### src/rtl/tx_frame_sched.sv
// Two-source round-robin frame scheduler feeding the 10G MAC TX engine.
// Counts queued frames per source, issues one tx_start per frame, tracks tx_idle.
`default_nettype none

module tx_frame_sched #(
  parameter int CNT_W    = 8,
  parameter int START_TO = 64
) (
  input  logic        wrclk_sig,
  input  logic        rst,
  input  logic        src0_frame,
  input  logic [15:0] src0_len,
  input  logic        src1_frame,
  input  logic [15:0] src1_len,
  input  logic        tx_idle,
  output logic        tx_start,
  output logic [15:0] data_length,
  output logic [1:0]  grant,
  output logic [1:0]  src_done,
  output logic        busy,
  output logic        err_ovf,
  output logic        err_to
);

  localparam int TW = $clog2(START_TO) + 1;
  localparam logic [TW-1:0] T_LAST = TW'(START_TO - 1);
  localparam logic [CNT_W-1:0] C_MAX = '1;

  typedef enum logic [2:0] {
    S_IDLE,
    S_START,
    S_WAIT,
    S_SEND,
    S_DONE
  } state_t;

  state_t         state;
  logic           sel;
  logic           last_grant;
  logic [TW-1:0]  timer;
  logic [CNT_W-1:0] cnt0;
  logic [CNT_W-1:0] cnt1;
  logic           dec0;
  logic           dec1;
  logic           pick;
  logic           any_req;

  always_comb begin
    dec0    = (state == S_DONE) && !sel;
    dec1    = (state == S_DONE) && sel;
    any_req = (cnt0 != '0) || (cnt1 != '0);
    pick    = 1'b0;
    if ((cnt0 != '0) && (cnt1 != '0))
      pick = ~last_grant;
    else if (cnt1 != '0)
      pick = 1'b1;
  end

  // A new frame and a completion in the same cycle cancel out.
  always_ff @(posedge wrclk_sig) begin
    if (rst) begin
      cnt0    <= '0;
      cnt1    <= '0;
      err_ovf <= 1'b0;
    end else begin
      if (src0_frame && !dec0) begin
        if (cnt0 == C_MAX)
          err_ovf <= 1'b1;
        else
          cnt0 <= cnt0 + 1'b1;
      end else if (!src0_frame && dec0 && (cnt0 != '0)) begin
        cnt0 <= cnt0 - 1'b1;
      end
      if (src1_frame && !dec1) begin
        if (cnt1 == C_MAX)
          err_ovf <= 1'b1;
        else
          cnt1 <= cnt1 + 1'b1;
      end else if (!src1_frame && dec1 && (cnt1 != '0)) begin
        cnt1 <= cnt1 - 1'b1;
      end
    end
  end

  always_ff @(posedge wrclk_sig) begin
    if (rst) begin
      state       <= S_IDLE;
      sel         <= 1'b0;
      last_grant  <= 1'b1;
      timer       <= '0;
      tx_start    <= 1'b0;
      data_length <= '0;
      grant       <= 2'b00;
      src_done    <= 2'b00;
      busy        <= 1'b0;
      err_to      <= 1'b0;
    end else begin
      tx_start <= 1'b0;
      src_done <= 2'b00;
      unique case (state)
        S_IDLE: begin
          if (tx_idle && any_req) begin
            sel         <= pick;
            data_length <= pick ? src1_len : src0_len;
            grant       <= pick ? 2'b10 : 2'b01;
            tx_start    <= 1'b1;
            busy        <= 1'b1;
            state       <= S_START;
          end
        end
        S_START: begin
          timer <= '0;
          state <= S_WAIT;
        end
        S_WAIT: begin
          if (!tx_idle) begin
            state <= S_SEND;
          end else if (timer == T_LAST) begin
            // Abort leaves the count alone so the frame is retried.
            err_to <= 1'b1;
            grant  <= 2'b00;
            busy   <= 1'b0;
            state  <= S_IDLE;
          end else begin
            timer <= timer + 1'b1;
          end
        end
        S_SEND: begin
          if (tx_idle) begin
            src_done <= sel ? 2'b10 : 2'b01;
            state    <= S_DONE;
          end
        end
        S_DONE: begin
          last_grant <= sel;
          grant      <= 2'b00;
          busy       <= 1'b0;
          state      <= S_IDLE;
        end
        default: state <= S_IDLE;
      endcase
    end
  end

endmodule

`default_nettype wire

### config.mk
export PLATFORM = sky130hd
export DESIGN_NAME = tx_frame_sched
export DESIGN_NICKNAME = d
export VERILOG_FILES = /design/src/rtl/tx_frame_sched.sv
export SDC_FILE = /design/constraint.sdc
export NUM_CORES = 1
export LEC_CHECK = 0
export ABC_CLOCK_PERIOD_IN_PS = 5400
export CAP_MARGIN = 20
export CORE_ASPECT_RATIO = 2
export CORE_MARGIN = 5
export CORE_UTILIZATION = 40
export CTS_BUF_LIST = sky130_fd_sc_hd__clkbuf_8
export CTS_CLUSTER_DIAMETER = 40
export DETAILED_ROUTE_END_ITERATION = 10
export RECOVER_POWER = 50
export SYNTH_ARGS = -nofsm -noshare
export SYNTH_HDL_FRONTEND = slang
export SYNTH_SLANG_ARGS = --single-unit
export TNS_END_PERCENT = 5
### constraint.sdc
create_clock -name wrclk_sig -period 5.4 [get_ports wrclk_sig]
set_clock_uncertainty 0.05 [all_clocks]
set_input_delay 0.54 -clock wrclk_sig [delete_from_list [all_inputs] [get_ports wrclk_sig]]
set_output_delay 0.54 -clock wrclk_sig [all_outputs]
set_load 0.005 [all_outputs]
# Word level (Yosys, flattened, before mapping)
# Index checks and enable logic that the tools add are counted.
op_classes:
  reduce_logical: 32
  n_mux: 32
  n_eq_ne: 15
  bitwise: 4
  add_sub_neg: 5
ops:
  columns: ["op", "n"]
  rows:
  - ["8-bit two-way mux", 6]
  - ["8-bit by 1-bit adder with 8-bit output, second input constant", 2]
  - ["8-bit equality test, second input constant", 2]
  - ["16-bit two-way mux", 1]
  - ["8-bit nonzero test", 2]
  - ["8-bit by 1-bit subtractor with 8-bit output, second input constant", 2]
  - ["7-bit two-way mux", 2]
  - ["2-bit != test, second input constant", 7]
  - ["7-bit case mux with 2 select lines", 1]
  - ["3-bit two-way mux", 4]
  - ["3-bit case mux with 4 select lines", 1]
  - ["1-bit logical AND", 10]
  - ["1-bit two-way mux", 10]
  - ["2-bit two-way mux", 5]
  - ["3-bit AND reduction", 3]
  - ["7-bit by 1-bit adder with 7-bit output, second input constant", 1]
  - ["7-bit by 6-bit equality test with 1-bit output, second input constant", 1]
  - ["3-bit by 2-bit equality test with 1-bit output, second input constant", 2]
  - ["2-bit case mux with 3 select lines", 1]
  - ["2-bit AND reduction", 3]
  - ["2-bit nonzero test", 3]
  - ["1-bit zero test", 5]
  - ["1-bit NOT", 4]
  - ["4-bit AND reduction", 1]
  - ["other kinds (9)", 9]
totals:
  inputBits: 37
  ff_bits: 52
  elab_cells: 101
  output_inout_bits: 24

# Longest topological paths before layout
logic_depth:
  word_depth: 7
  mapped_depth: 10
  mapped_depth_nobuf: 9

# Worst setup path after synthesis
# No wires, ideal clock.
synth_path:
  path_type: "reg-to-reg"
  start: "register state[0]"
  end: "register cnt0[6]"
  n_path_buf: 1
  stages_incl_launch_ff: 11
  t_arrival_ps: 2425
  period_less_slack_ps: 2567
  slack_ps: 2833
  cell_sequence: "dfxtp_1 > buf_2 > or4b_1 > nand2_1 > inv_1 > fa_1 > nand3b_1 > a21boi_0 > o21a_1 > nor3_1 > o32ai_1"
synth_via:
  elab_chain_len: 6
  word_cells_on_any_way: 10
  cone_classes: "eq/ne: 2; mux: 1; reduce/logical: 7"
synth_lines:
  columns: ["element", "line_no", "text"]
  rows:
  - ["start: declaration", "37", "state_t state;"]
  - ["start signal: assignment", "87", "state <= S_IDLE;"]
  - ["start signal: assignment", "108", "state <= S_START;"]
  - ["start signal: assignment", "113", "state <= S_WAIT;"]
  - ["3-bit equality test (*)", "49", "dec0 = (state == S_DONE) && !sel;"]
  - ["1-bit logical AND (*)", "49", null]
  - ["1-bit zero test / 1-bit logical AND (equally long branches)", "66, 71", null]
  - ["1-bit logical AND, on equally long branches", "66, 71", null]
  - ["2-bit != test (no line) / 2-bit nonzero test (equally long branches)", null, null]
  - ["2-bit AND reduction (no line)", null, null]
  - ["end signal: assignment", "70", "cnt0 <= cnt0 + 1'b1;"]
  - ["end signal: assignment", "72", "cnt0 <= cnt0 - 1'b1;"]
  - ["end: declaration", "41", "logic [CNT_W-1:0] cnt0;"]
# Every way passes the cells marked *; elsewhere a longest branch is shown, timed or not.
# A chain may end at the register's enable or synchronous reset.

==> flow_summary.toml <==
[synthesis]
ys_seq_area_share_pct = 35.4
yosys.area.top_type_share_pct = 35.4
synth.distinct_cells = 56
syn_nets = 385
synth_cells = 331
synth_edf_count = 0
synth_area_leaders = "dfxtp_1, a311oi_2, nand2_1"
synth_seq_cells = 52
syn-cell-area_mm2 = 0.00294
syn_area_per_cell_um2 = 8.88
synth_ff_type = "dfxtp_1"
synth_top_area_cell = "dfxtp_1"
synthArstFlopShare_pct = 0
yosys_warnings = 0

[pwr]
seq_power_share_pct = 43.3
vdd_ir_drop_max_v = 0.000195
p_sw_uw = 382
p_per_area_mw_per_mm2 = 299
netSwitchingFraction_pct = 34.8
comb_power_share_pct = 35.4
power_mw = 1.10
p_int_uw = 717
leakage_nw = 1.45
pwr-share-clk_pct = 21.4

[job]
cap_viol_max_count = 1

[placement]
port_buffers = 60
hpwl_um = 5620
place_inst = 470
gp_congestion = 0.781

[global_routing]
grt.overflow.total = 0
track_usage_pct = 16.7
grt_pass1_vias = 2605
grt_max_degree = 45
antenna_found_initial = 0
grt_pass1_wl_um = 12400

[layout]
final_common_cell = "nand2_1"
utilization_pct = 50.9
final_cells = 479
final_cell_mix = "nand2_1, dfxtp_1, nor2_1"
nets = 440
final_layout_size_suffix_gt1_share_pct = 9.82
fillers = 702
area_growth_syn_to_layout_pct = 25.0
n_antenna_cell = 0

[die]
design.core.area_mm2 = 0.00721
die_area_mm2 = 0.00927
die_y_um = 131
die-width_um = 70.6
start_util_pct = 40.8
rows = 44
pin_count = 61

[drt]
first_pass_iters = 4
drt_drc_violations_left = 0
viasPerCell = 5.47
ant_nets = 0
drtIter0Drc = 104
wl_um = 7540
routedWlPerCell_um = 15.7
route.vias.total = 2620

[worst_setup_path]
path_class = "in -> reg"
critPathSlowestCell = "clkbuf_1"
crit_end = "cnt0[7]"
rr_worst_depth = 9
r2r_start = "state[2]"
worstPathMaxFanout = 44
startpoint_type = "input port"
path_cells = "buf_2 -> clkbuf_1 -> inv_1 -> and3_1 -> o21ai_0 -> nand2_1"
cp.required_ns = 5.56
rrSetupSlack_ns = 2.52
r2r-end = "cnt0[6]"
critPathArrivalTime_ns = 3.80
crit_path_start = "rst"
slowest_delay_ns = 1.72
endpoint_kind = "flop"

[timing]
setup_viol = 0
hold_ws_ns = 0.396
rsz0062_at_grt = "false"
hold_violations = 0
max_freq_ghz = 0.275
drv_slew = 45
tns_ns = 0
maxSlewHeadroom_pct = -61.6
finalCritPeriodShare_pct = 67.4
fin_crit_ns = 3.64
tightestPinTransition_ns = 2.42

[clocking]
postCtsSetupBuffers = 0
cts_root_buf = "clkbuf_8"
cts_tree = "built"
numCtsBuffers = 5
htree_levels = 2
cts-hold-fix-buffers = 0
cts_sinks = 52
clk_pin_slew_ns = 0.09
cts_resized = 0
clkLatencyLatePin_ns = 0.31
clock_path_buffers = 2

[outcome]
outcome = "finished, violations left"
violations = "max-capacitance violations, max-slew violations"

[hold_path]
hp-class = "reg -> reg"
hold_start = "timer[6]"
==> worst max-delay path, delay by kind of cell <==
| family | cells | cell delay [ns] |
|---|---|---|
| AOI/OAI and AO/OA | 1 | 0.16 |
| buffers and inverters | 3 | 2.59 |
| and+or+nand+nor | 2 | 0.49 |
==> worst min path at each step <==
stage / to / cells after the start
global placement: timer[6] / 2
CTS: timer[6] / 2
global route: grant[0] / 2
detailed placement: timer[6] / 2
finish: timer[6] / 2
floorplan: timer[6] / 2
==> through the flow <==
| step | area, µm² | setup WS (ns) |
|---|---|---|
| after floorplan | 2940 | 2.83 |
| after global placement | 3580 | 2.41 |
| after detailed placement | 3580 | 2.32 |
| after CTS | 3670 | 2.49 |
| after global routing | 3670 | 1.36 |
| final | 3670 | 1.76 |
==> area by class of cell <==
cell class	count	area (µm²)	share of cell area [%]
multi-input combinational	257	1790	48.6
sequential	52	1040	28.3
timing repair buffer	63	612	16.7
tap	92	115	3.13
clock buffer	6	82.6	2.25
inverter	7	26.3	0.715
clock inverter	2	11.3	0.307
==> layer usage <==
metal | global-route usage [%] | part of all wire (%) | up-vias
met5 | 0 | 0 | -
met4 | 7.64 | 3.0 | 0
met3 | 2.83 | 2.9 | 13
met2 | 33.0 | 57 | 44
met1 | 15.9 | 37 | 1257
li1 | - | - | 1306
==> synth_stat cells (all sizes together), types with 5 or more instances <==
cell    instances
a211oi          6
nor2           37
xnor2           5
dfxtp          52
a311oi         22
clkbuf          6
buf             9
nand2          58
o21ai           8
inv             7
xor2            6
nor3            7
a21oi          17
nand3           9
ha             15
==> state kept, by name, indices dropped and copies added, names as in the netlist <==
name,cells
data_length,16
cnt0,8
cnt1,8
timer,7
state,3
grant,2
src_done,2
busy,1
err_ovf,1
err_to,1
last_grant,1
sel,1
tx_start,1
==> kinds of logic (layout without fill, tap and decap cells) <==
family          Yosys count  after routing  synth area share (%)
simple gates            147            147                  25.3
compound gates           77             77                  22.6
flops                    52             52                  35.4
buf+inv                  22             78                  3.83
fa+ha+maj                17             17                  7.75
xor+xnor                 11             11                  3.28
mux                       5              5                  1.75
==> power by group through the flow <==
stage | clock [mW] | combinational, mW | sequential (mW)
floorplan | 0 | 0.279 | 0.473
global placement | 0 | 0.394 | 0.483
detailed placement | 0 | 0.402 | 0.484
CTS | 0.247 | 0.404 | 0.477
global route | 0.256 | 0.432 | 0.483
finish | 0.235 | 0.389 | 0.476
Note: power is estimated with default switching activity, not from simulation.
